### src/rtl/pc_redirect_ctrl_if.sv
// Fetch-redirect bundle between the pipeline (master) and pc_redirect_ctrl (slave).
// taken_count exists only when PC_BRANCH_STATS_EN is defined.
interface pc_redirect_ctrl_if;
    logic        branch_taken;
    logic [31:0] branch_target;
    logic        stall;
    logic [31:0] pc;
    logic        if_id_flush;
    logic        id_ex_flush;
    logic        redirect_busy;
    logic        target_misaligned;
`ifdef PC_BRANCH_STATS_EN
    logic [15:0] taken_count;
`endif

    modport master (
        output branch_taken, branch_target, stall,
        input  pc, if_id_flush, id_ex_flush, redirect_busy, target_misaligned
`ifdef PC_BRANCH_STATS_EN
        , input taken_count
`endif
    );

    modport slave (
        input  branch_taken, branch_target, stall,
        output pc, if_id_flush, id_ex_flush, redirect_busy, target_misaligned
`ifdef PC_BRANCH_STATS_EN
        , output taken_count
`endif
    );
endinterface

### src/rtl/pc_redirect_ctrl.sv
// PC register with branch redirect and a fixed-length pipeline flush window.
// Optional saturating taken-branch counter enabled by PC_BRANCH_STATS_EN.
module pc_redirect_ctrl #(
    parameter logic [31:0] RESET_PC     = 32'h0000_0000,
    parameter int unsigned FLUSH_CYCLES = 2
) (
    input  logic                    clk,
    input  logic                    reset,
    pc_redirect_ctrl_if.slave       bus
);
    typedef enum logic [0:0] {RUN = 1'b0, FLUSH = 1'b1} state_t;

    localparam logic [2:0] FLUSH_INIT = 3'(FLUSH_CYCLES - 1);

    state_t      state_r, state_s;
    logic [2:0]  flush_cnt_r, flush_cnt_s;
    logic [31:0] pc_r, pc_s;
    logic        accept_s;
    logic        misaligned_s;
    logic        flush_r;
    logic        misaligned_r;

    // Next-state, next-PC and redirect acceptance
    always_comb begin
        state_s      = state_r;
        flush_cnt_s  = flush_cnt_r;
        pc_s         = pc_r;
        accept_s     = 1'b0;
        misaligned_s = 1'b0;
        case (state_r)
            RUN: begin
                // A branch wins over stall: the held instruction is on the wrong path anyway.
                if (bus.branch_taken) begin
                    accept_s     = 1'b1;
                    pc_s         = {bus.branch_target[31:2], 2'b00};
                    state_s      = FLUSH;
                    flush_cnt_s  = FLUSH_INIT;
                    misaligned_s = |bus.branch_target[1:0];
                end else if (bus.stall) begin
                    pc_s = pc_r;
                end else begin
                    pc_s = pc_r + 32'd4;
                end
            end
            FLUSH: begin
                if (bus.stall) begin
                    pc_s = pc_r;
                end else begin
                    pc_s = pc_r + 32'd4;
                end
                if (flush_cnt_r == 3'd0) begin
                    state_s     = RUN;
                    flush_cnt_s = 3'd0;
                end else begin
                    flush_cnt_s = flush_cnt_r - 3'd1;
                end
            end
            default: begin
                state_s     = RUN;
                flush_cnt_s = 3'd0;
                pc_s        = pc_r;
            end
        endcase
    end

    // State, PC and registered status outputs
    always_ff @(posedge clk) begin
        if (reset) begin
            state_r      <= RUN;
            flush_cnt_r  <= 3'd0;
            pc_r         <= RESET_PC;
            flush_r      <= 1'b0;
            misaligned_r <= 1'b0;
        end else begin
            state_r      <= state_s;
            flush_cnt_r  <= flush_cnt_s;
            pc_r         <= pc_s;
            flush_r      <= (state_s == FLUSH);
            misaligned_r <= misaligned_s;
        end
    end

    assign bus.pc                = pc_r;
    assign bus.if_id_flush       = flush_r;
    assign bus.id_ex_flush       = flush_r;
    assign bus.redirect_busy     = flush_r;
    assign bus.target_misaligned = misaligned_r;

`ifdef PC_BRANCH_STATS_EN
    logic [15:0] taken_count_r;

    // Saturating count of accepted branches
    always_ff @(posedge clk) begin
        if (reset) begin
            taken_count_r <= 16'h0000;
        end else if (accept_s && (taken_count_r != 16'hFFFF)) begin
            taken_count_r <= taken_count_r + 16'd1;
        end else begin
            taken_count_r <= taken_count_r;
        end
    end

    assign bus.taken_count = taken_count_r;
`endif
endmodule

### src/flat_wrapper.sv
// flat-port wrapper written by rule: the top's interface ports become plain ports
module pc_redirect_ctrl_flat 
#(
    parameter logic [31:0] RESET_PC     = 32'h0000_0000,
    parameter int unsigned FLUSH_CYCLES = 2
)
  (clk, reset, bus_branch_taken, bus_branch_target, bus_stall, bus_pc, bus_if_id_flush, bus_id_ex_flush, bus_redirect_busy, bus_target_misaligned);
  pc_redirect_ctrl_if bus_i ();
  input  logic clk;
  input  logic reset;
  input wire logic [$bits(bus_i.branch_taken)-1:0] bus_branch_taken;
  input wire logic [$bits(bus_i.branch_target)-1:0] bus_branch_target;
  input wire logic [$bits(bus_i.stall)-1:0] bus_stall;
  output wire logic [$bits(bus_i.pc)-1:0] bus_pc;
  output wire logic [$bits(bus_i.if_id_flush)-1:0] bus_if_id_flush;
  output wire logic [$bits(bus_i.id_ex_flush)-1:0] bus_id_ex_flush;
  output wire logic [$bits(bus_i.redirect_busy)-1:0] bus_redirect_busy;
  output wire logic [$bits(bus_i.target_misaligned)-1:0] bus_target_misaligned;
  assign bus_i.branch_taken = bus_branch_taken;
  assign bus_i.branch_target = bus_branch_target;
  assign bus_i.stall = bus_stall;
  assign bus_pc = bus_i.pc;
  assign bus_if_id_flush = bus_i.if_id_flush;
  assign bus_id_ex_flush = bus_i.id_ex_flush;
  assign bus_redirect_busy = bus_i.redirect_busy;
  assign bus_target_misaligned = bus_i.target_misaligned;
  pc_redirect_ctrl #(.RESET_PC(RESET_PC), .FLUSH_CYCLES(FLUSH_CYCLES)) u_core (.clk(clk), .reset(reset), .bus(bus_i));
endmodule
### config.mk
export PLATFORM = sky130hd
export DESIGN_NAME = pc_redirect_ctrl_flat
export DESIGN_NICKNAME = d
export VERILOG_FILES = /design/src/rtl/pc_redirect_ctrl_if.sv /design/src/rtl/pc_redirect_ctrl.sv /design/src/flat_wrapper.sv
export SDC_FILE = /design/constraint.sdc
export NUM_CORES = 1
export LEC_CHECK = 0
export CORE_MARGIN = 2
export CORE_UTILIZATION = 45
export DETAILED_ROUTE_END_ITERATION = 8
export GPL_TIMING_DRIVEN = 0
export PLACE_DENSITY = 0.8
export SETUP_SLACK_MARGIN = 0.1
export SLEW_MARGIN = 5
export SYNTH_ARGS = -nofsm -noshare
export SYNTH_HDL_FRONTEND = slang
export SYNTH_SLANG_ARGS = --single-unit
export TNS_END_PERCENT = 50
### constraint.sdc
create_clock -name clk -period 2.6 [get_ports clk]
set_input_delay 0.52 -clock clk [delete_from_list [all_inputs] [get_ports clk]]
set_output_delay 0.52 -clock clk [all_outputs]
set_load 0.01 [all_outputs]
# After elaboration in Yosys (flattened, before gate mapping)
# Cells that the tools add are included.
# word_totals
ff_bits	37
in_bits	36
output_inout_bits	36
wordCells	21
# op_classes
addsub	2
eq_ne	1
muxes	9
n_bitwise	2
reduce_logical	3
# op_table
op	count
$mux W32	2
$pmux W32 S2	1
$add A32 B3 Y32 const B	1
$mux W3	2
$pmux W3 S2	1
$logic_not A3 Y1	1
$reduce_or A3 Y1	1
$sub A3 B1 Y3 const B	1
$mux W1	2
$ne A2 B2 Y1 const B	1
$not A1 Y1	2
$pmux W1 S2	1
$reduce_or A2 Y1	1

# Logic depth before layout (Yosys ltp)
# Gate-level depths: netlist of run 1.
# depth
ltp_word	4
mapped_depth	6
ltp_nobuf	5

# Worst setup path before layout of run 1
# No wires, ideal clock.
# synth_path
path_kind	reg-to-reg
startpoint	reg u_core.pc_r[2] (netlist: u_core.bus.pc[2])
endpoint	reg u_core.pc_r[30] (netlist: u_core.bus.pc[30])
setup_ps	91
arrival_time_ps	2081
required_ps	2509
setup_slack_ps	428
path_stages_with_launch	7
path_buffers	1
period_less_slack_ps	2172
path_cell_list	dfxtp_1 ha_1 nand4b_4 or4_4 buf_6 or4_1 a311oi_1
# synth_between
elab_chain_len	4
# synth_rtl
item	line	rtl
start: declaration	pc_redirect_ctrl.sv:17	logic [31:0] pc_r, pc_s;
start signal: assignment	pc_redirect_ctrl.sv:77	pc_r <= pc_s;
$add A32 B3 Y32 *	pc_redirect_ctrl.sv:42, pc_redirect_ctrl.sv:49	
$mux W32 *	pc_redirect_ctrl.sv:39, pc_redirect_ctrl.sv:46	
$mux W32	pc_redirect_ctrl.sv:33	if (bus.branch_taken) begin
$pmux W32 S2 *	pc_redirect_ctrl.sv:30	case (state_r)
# Mark *: on every way between the ends. The rest lies on a longest branch, timed or not.
# A chain may end at the register's enable or synchronous reset.

# Final worst setup path of run 1
# layout_path
startpoint	reg u_core.pc_r[6] (netlist: u_core.bus.pc[6])
endpoint	reg u_core.pc_r[23] (netlist: u_core.bus.pc[23])
# Same word-level chain as after synthesis.

==> impl_results.md, run 1 <==
* Worst path buffer plus inverter count at 2
* Power per standard cell area at 477 nW/µm²
* NumNets Final at around 360
* Largest net degree at the start of global routing at 11
* Seq/Total Area, Yosys at about 34%
* Synth Register Bits at 35
* Starting density of the core at 47.3%
* WS Path Type: flip-flop to flip-flop
* CP startpoint kind: flip-flop
* Clock Skew at a little under 0.008 ns
* CP Data Arrival Time at around 2.4 ns
* Inst Count DP at roughly 360
* Most frequent cells in the layout: clkdlybuf4s50_1 (67), nor2_1 (39), dfxtp_1 (35)
* WP data required at 2.78 ns
* # Max-Cap Violations at 0
* TritonCTS Buffers at 5
* Gr usage total at 21.8%
* RSZ-0062 raised after global routing: no
* Hold WC Path Type: input pin to flip-flop
* Primary FF master, synth: dfxtp_1
* Worst R2R Path Depth at 6
* Die W at 71.9 µm
* Fmax achieved at 444 MHz
* First-pass GRT wire length at around 9 mm
* Reg-to-reg startpoint: u_core.bus.pc[6]$_SDFF_PP0_
* Detailed Place HPWL at a little over 4 mm
* Hold Vio Cnt, Final at 0
* RR Endpoint: u_core.bus.pc[23]$_SDFF_PP0_
* CTS max path bufs at 2
* CTS clk-pin slew, worst paths at 0.07 ns
* Routability congestion estimate from global placement at about 0.83
* Remaining DRCs at 0
* Worst hold slack at between 0.4 and 0.5 ns
* Synth Cell Area at 2070 µm²
* Period utilization at 86.6%
* Measured slew at the worst slew-check pin at 0.564 ns
* Avg Inst Size Synth at 8.53 µm²
* Unique masters post-synth at 44
* Pleak at 1.04 nW
* Initial antenna violation count at 0
* PortBufs at a little under 70
* Congestion Overflow GR at 0
* Largest driver fanout on the critical path at 10
* Root buffer cell: clkbuf_8
* Routed WL per cell at 14.9 µm
* Slowest CP cell: or4_1
* Hold path cells at 2
* 1st-pass router iterations at 4
* Synth Instances at between 200 and 250
* Outcome: finished, final reports clean
* Syn. warnings at 0
* Minimum clock period at 2.25 ns
* Io pins at 72
* Diodes inserted at 0
* Fraction of layout cells with a size suffix above 1 at 11.1%
* Site Rows at 24
* CTS tree: done
* Most used cell, CP: buf_6
* Slew headroom at 62.1%
* Critical path cell sequence: nand4_2 > buf_6 > or3_4 > buf_6 > or4_1 > a311oi_1
* Clk_lat worst skew at 0.28 ns
* R2R Setup Slk at 0.35 ns
* Core area at 4380 µm²
* Critical path's top delay family: simple AND/OR/NAND/NOR gates
* Instance count on the critical path at 6
* Number of enable flip-flop cells after synthesis at 0
* Final Setup Violations at 0
* # fillers at 390
* VDD IR max at 0.000296 V
* Fin. max-slew vios at 0
* Finished Layout Cells at 375
* Initial DRC count at 143
* Vias per Instance at 5.70
* Asr flop ratio synth at 0%
* Seq. cell area at 701 µm²
* Crit end category: flip-flop
* Antenna viol nets, final at 0
* Die Area at 5160 µm²
* Final WL at 5.57 mm
* # H-tree levels at 2
* Die Ht at 71.9 µm
* Clock sink count at 35
* Layout area overhead at 42.5%
* Hold wc startpoint: reset
* Max incr delay on CP at 0.51 ns
* Vias in the first global route at 1981
* Multi-input gate area at about 1200 µm²
* Most common cell after layout, fill and taps aside: clkdlybuf4s50_1
* Hold path endpoint: u_core.bus.pc[19]$_SDFF_PP0_
* Routed vias at approximately 2.1k
-- power by group --
part / leakage, nW / internal (mW) / switching, mW
Sequential: 0.290 / 0.582 / 0.0632
Combinational: 0.700 / 0.193 / 0.139
Clock: 0.0515 / 0.242 / 0.191
-- cell type report --
cell class	count	share of cell area, %
Sequential cell	35	23.7
Multi-Input combinational cell	181	39.7
Timing Repair Buffer	71	23.9
Tap cell	52	2.20
Clock buffer	8	3.39
Inverter	6	0.763
Buffer	22	6.31
-- cells by family after synthesis --
group | after synthesis | share of synthesized area (%)
AO/OA/AOI/OAI | 49 | 17.6
XOR/XNOR | 12 | 5.07
adder cells (fa/ha/maj) | 3 | 1.81
buffers and inverters | 28 | 10.1
flip-flops | 35 | 33.8
multiplexers | 1 | 0.483
other | 1 | 0.181
AND/OR/NAND/NOR | 114 | 30.9
-- cell usage after synthesis (all sizes together), types with 7 or more instances --
master | instances | area [µm²]
nand2 | 13 | 48.8
dfxtp | 35 | 701
nand4 | 10 | 75.1
or4 | 9 | 71.3
or3 | 7 | 51.3
a211oi | 15 | 113
clkbuf | 12 | 96.3
a311oi | 14 | 123
o31ai | 8 | 60.1
nor2 | 39 | 146
buf | 9 | 80.1
nor4 | 8 | 50.1
xnor2 | 9 | 78.8
-- sequential cells by signal (all words and copies together), names as in the netlist --
signal and flops:
u_core.bus.target_misaligned 1, u_core.bus.pc 30, u_core.state_r 1, u_core.flush_cnt_r 3
-- routing by layer --
metal	share of wire [%]	global-route usage [%]	wire, µm
met1	43	27.9	2390
met2	49	37.6	2730
met3	7.8	4.08	437
met4	0.31	5.87	17
met5	0	0	0
-- what timing repair did --
item | 4_1_cts | 5_1_grt
cloned | 0 | 0
resized for setup | 0 | 2
buffers inserted | 1 | 2
endpoints found under the hold margin | 0 | 0
hold buffers | 0 | 0
endpoints found under the setup margin | 3 | 5
-- worst max-delay path by stage --
stage / start / endpoint / slack (ns)
after global routing: u_core.bus.pc[6]$_SDFF_PP0_ / u_core.bus.pc[23]$_SDFF_PP0_ / 0.30
final: u_core.bus.pc[6]$_SDFF_PP0_ / u_core.bus.pc[23]$_SDFF_PP0_ / 0.35
after detailed placement: bus_stall / u_core.bus.pc[30]$_SDFF_PP0_ / -0.23
after global placement: bus_stall / u_core.bus.pc[30]$_SDFF_PP0_ / -0.21
after CTS: bus_stall / u_core.bus.pc[23]$_SDFF_PP0_ / 0.09
after floorplan: u_core.bus.pc[2]$_SDFF_PP0_ / u_core.bus.pc[30]$_SDFF_PP0_ / 0.43
-- stage by stage --
stage	cell area [µm²]	utilization [%]	setup slack, ns	setup TNS (ns)	power (mW)
floorplan	2080	-	0.428	0	0.801
global placement	2820	64.4	-0.213	-1.34	0.980
detailed placement	2820	64.4	-0.230	-1.77	0.986
CTS	2930	66.8	0.0901	0	1.42
global route	2950	67.4	0.303	0	1.47
finish	2950	67.4	0.349	0	1.41
No activity file was read; power rests on OpenSTA's default activity.
==> run 2, diff against run 1 <==
Settings changed: PLACE_DENSITY 0.8 to 0.9, REMOVE_ABC_BUFFERS set to 1.
==> run 2 against run 1 <==
  * Critical path depth fell by 2
  * Sequential share of layout area rose by 1.4 points
  * Largest cell class unchanged
  * Global-route usage fell by 2.0 points
  * Worst hold slack improved by 0.046 ns
  * Non-clock buffer count fell by 21
  * Clock-buffer cell count did not move
  * Clock skew fell by 0.00061 ns
==> impl_results.md, run 2 (synthesis results as in run 1) <==
* Gr usage total at 19.8% (-2.0 points)
* Fmax achieved at 450 MHz (+1.2%)
* Fin. max-slew vios at 0 (unchanged)
* Die Area at 5160 µm² (unchanged)
* Crit end category: flip-flop
* # fillers at 387 (-0.77%)
* Area after DPL at 2680 µm² (-5.2%)
* Pre-CTS setup slack at -0.233 ns (-0.00293 ns)
* CTS max path bufs at 2 (unchanged)
* RSZ-0062 raised after global routing: no
* Max reg flops at 30 (unchanged)
* Largest driver fanout on the critical path at 12 (+2)
* Initial antenna violation count at 0 (unchanged)
* Detailed Place HPWL at 3.48 mm (-14%)
* PortBufs at 69 (+1.5%)
* Core area at 4380 µm² (unchanged)
* Starting density of the core at 47.3% (unchanged)
* Fin util at 63.7% (-3.7 points)
* R2R Setup Slk at 0.38 ns (+0.03 ns)
* Pwr Total at 1.38 mW (-2.0%)
* WS Path Type: flip-flop to flip-flop
* Minimum clock period at 2.22 ns (-0.0271 ns)
* Hold Vio Cnt, Final at 0 (unchanged)
* Remaining DRCs at 0 (unchanged)
* Site Rows at 24 (unchanged)
* Final Worst Setup Slack at 0.376 ns (+0.0271 ns)
* Most frequent cells in the layout: clkdlybuf4s50_1 (68), nor2_1 (39), dfxtp_1 (35)
* Routed WL per cell at 14.0 µm (-5.9%)
* 1st-pass router iterations at 4 (unchanged)
* CP Data Arrival Time at 2.40 ns (-0.04 ns)
* Worst hold slack at 0.504 ns (+0.0460 ns)
* # H-tree levels at 2 (unchanged)
* TritonCTS Buffers at 5 (unchanged)
* WP data required at 2.78 ns (about the same)
* Clk_lat worst skew at 0.28 ns (about the same)
* Final WL at 4.95 mm (-11%)
* Vias per Instance at 5.71 (+0.33%)
* Routed vias at 2023 (-5.3%)
* TNS Setup at 0 ns (unchanged)
* Power per standard cell area at 495 nW/µm² (+3.6%)
* Most common cell after layout, fill and taps aside: clkdlybuf4s50_1
* Inst Count DP at 344 (-5.5%)
* Clock sink count at 35 (unchanged)
* Post-route design area at 2790 µm² (-5.4%)
* CTS tree: done
* CP startpoint kind: flip-flop
* VDD IR max at 0.000464 V (+57%)
* # Max-Cap Violations at 0 (unchanged)
* Antenna viol nets, final at 0 (unchanged)
* Finished Layout Cells at 354 (-5.6%)
* Final Setup Violations at 0 (unchanged)
* Congestion Overflow GR at 0 (unchanged)
* Largest net degree at the start of global routing at 36 (+25)
* Root buffer cell: clkbuf_8
* Outcome: finished, final reports clean
* Hold WC Path Type: flip-flop to flip-flop
* Die Ht at 71.9 µm (unchanged)
* Measured slew at the worst slew-check pin at 1.27 ns (+0.704 ns)
* Period utilization at 85.5% (-1.0 points)
* # hold bufs at CTS at 0 (unchanged)
* Diodes inserted at 0 (unchanged)
* Fraction of layout cells with a size suffix above 1 at 6.95% (-4.2 points)
* NumNets Final at 340 (-5.8%)
* Io pins at 72 (unchanged)
* First-pass GRT wire length at 8.34 mm (-8.1%)
* Initial DRC count at 126 (-12%)
* Die W at 71.9 µm (unchanged)
* CTS clk-pin slew, worst paths at 0.07 ns (about the same)
* Pleak at 0.951 nW (-8.7%)
* Slew headroom at 15.2% (-47 points)
* Vias in the first global route at 1891 (-4.5%)
* Routability congestion estimate from global placement at 0.721 (-13%)
* Clock Skew at 0.00722 ns (-0.000611 ns)
* Layout area overhead at 34.8%
run 2: changes by cell type in the layout (fill, tap and decap cells not counted), moves of 4 or more:
cell and change:
clkbuf_1 -6, buf_6 -4, clkbuf_8 -5, buf_4 -5
run 2: critical path, cell delays in order, from the launching register on:
cell	delay, ns
dfxtp_1	0.45
nand4_2	0.28
or4_4	0.66
or4_1	0.49
a311oi_1	0.25
run 2: power by group:
group	total (mW)	switching [mW]	internal, mW
logic	0.300	0.121	0.179
clock network	0.430	0.188	0.242
registers	0.651	0.0694	0.582
total	1.38	0.379	1.00
run 2: layout make-up:
cell class              instances  area (µm²)  share of cell area [%]
multi-input cells             181        1170                    41.8
repair buffers                 72         736                    26.3
inverters                       6        22.5                   0.806
clock buffers                   8         100                    3.58
flip-flops and latches         35         701                    25.1
well taps                      52        65.1                    2.33
run 2: per-layer routing:
| layer | GRT usage [%] | vias to the layer above | share of wire, % |
|---|---|---|---|
| li1 | - | 1026 | - |
| met1 | 24.7 | 938 | 44 |
| met2 | 34.1 | 54 | 49 |
| met3 | 4.92 | 5 | 6.2 |
| met4 | 5.03 | 0 | 0.63 |
| met5 | 0 | - | 0 |
run 2: final timing paths:
kind                            cells past startpoint                                  to                          startpoint
worst max-delay path                                4        u_core.bus.pc[28]$_SDFF_PP0_         u_core.bus.pc[6]$_SDFF_PP0_
worst min-delay path                                2  u_core.flush_cnt_r[1]$_SDFFE_PP0P_  u_core.flush_cnt_r[1]$_SDFFE_PP0P_
worst max register to register                      4        u_core.bus.pc[28]$_SDFF_PP0_         u_core.bus.pc[6]$_SDFF_PP0_
worst min register to register                      2  u_core.flush_cnt_r[1]$_SDFFE_PP0P_  u_core.flush_cnt_r[1]$_SDFFE_PP0P_
run 2: what timing repair did:
item | in CTS | in global routing
pin swaps | 0 | 0
endpoints found under the setup margin | 2 | 4
hold endpoints to repair | 0 | 0
gates resized for setup | 0 | 1
setup buffers | 1 | 1
==> run 3, diff against run 2 <==
Settings changed: TNS_END_PERCENT 50 to not set.
==> results of run 3 <==
Same layout as run 2: the final DEF is identical, and so are final timing and power.
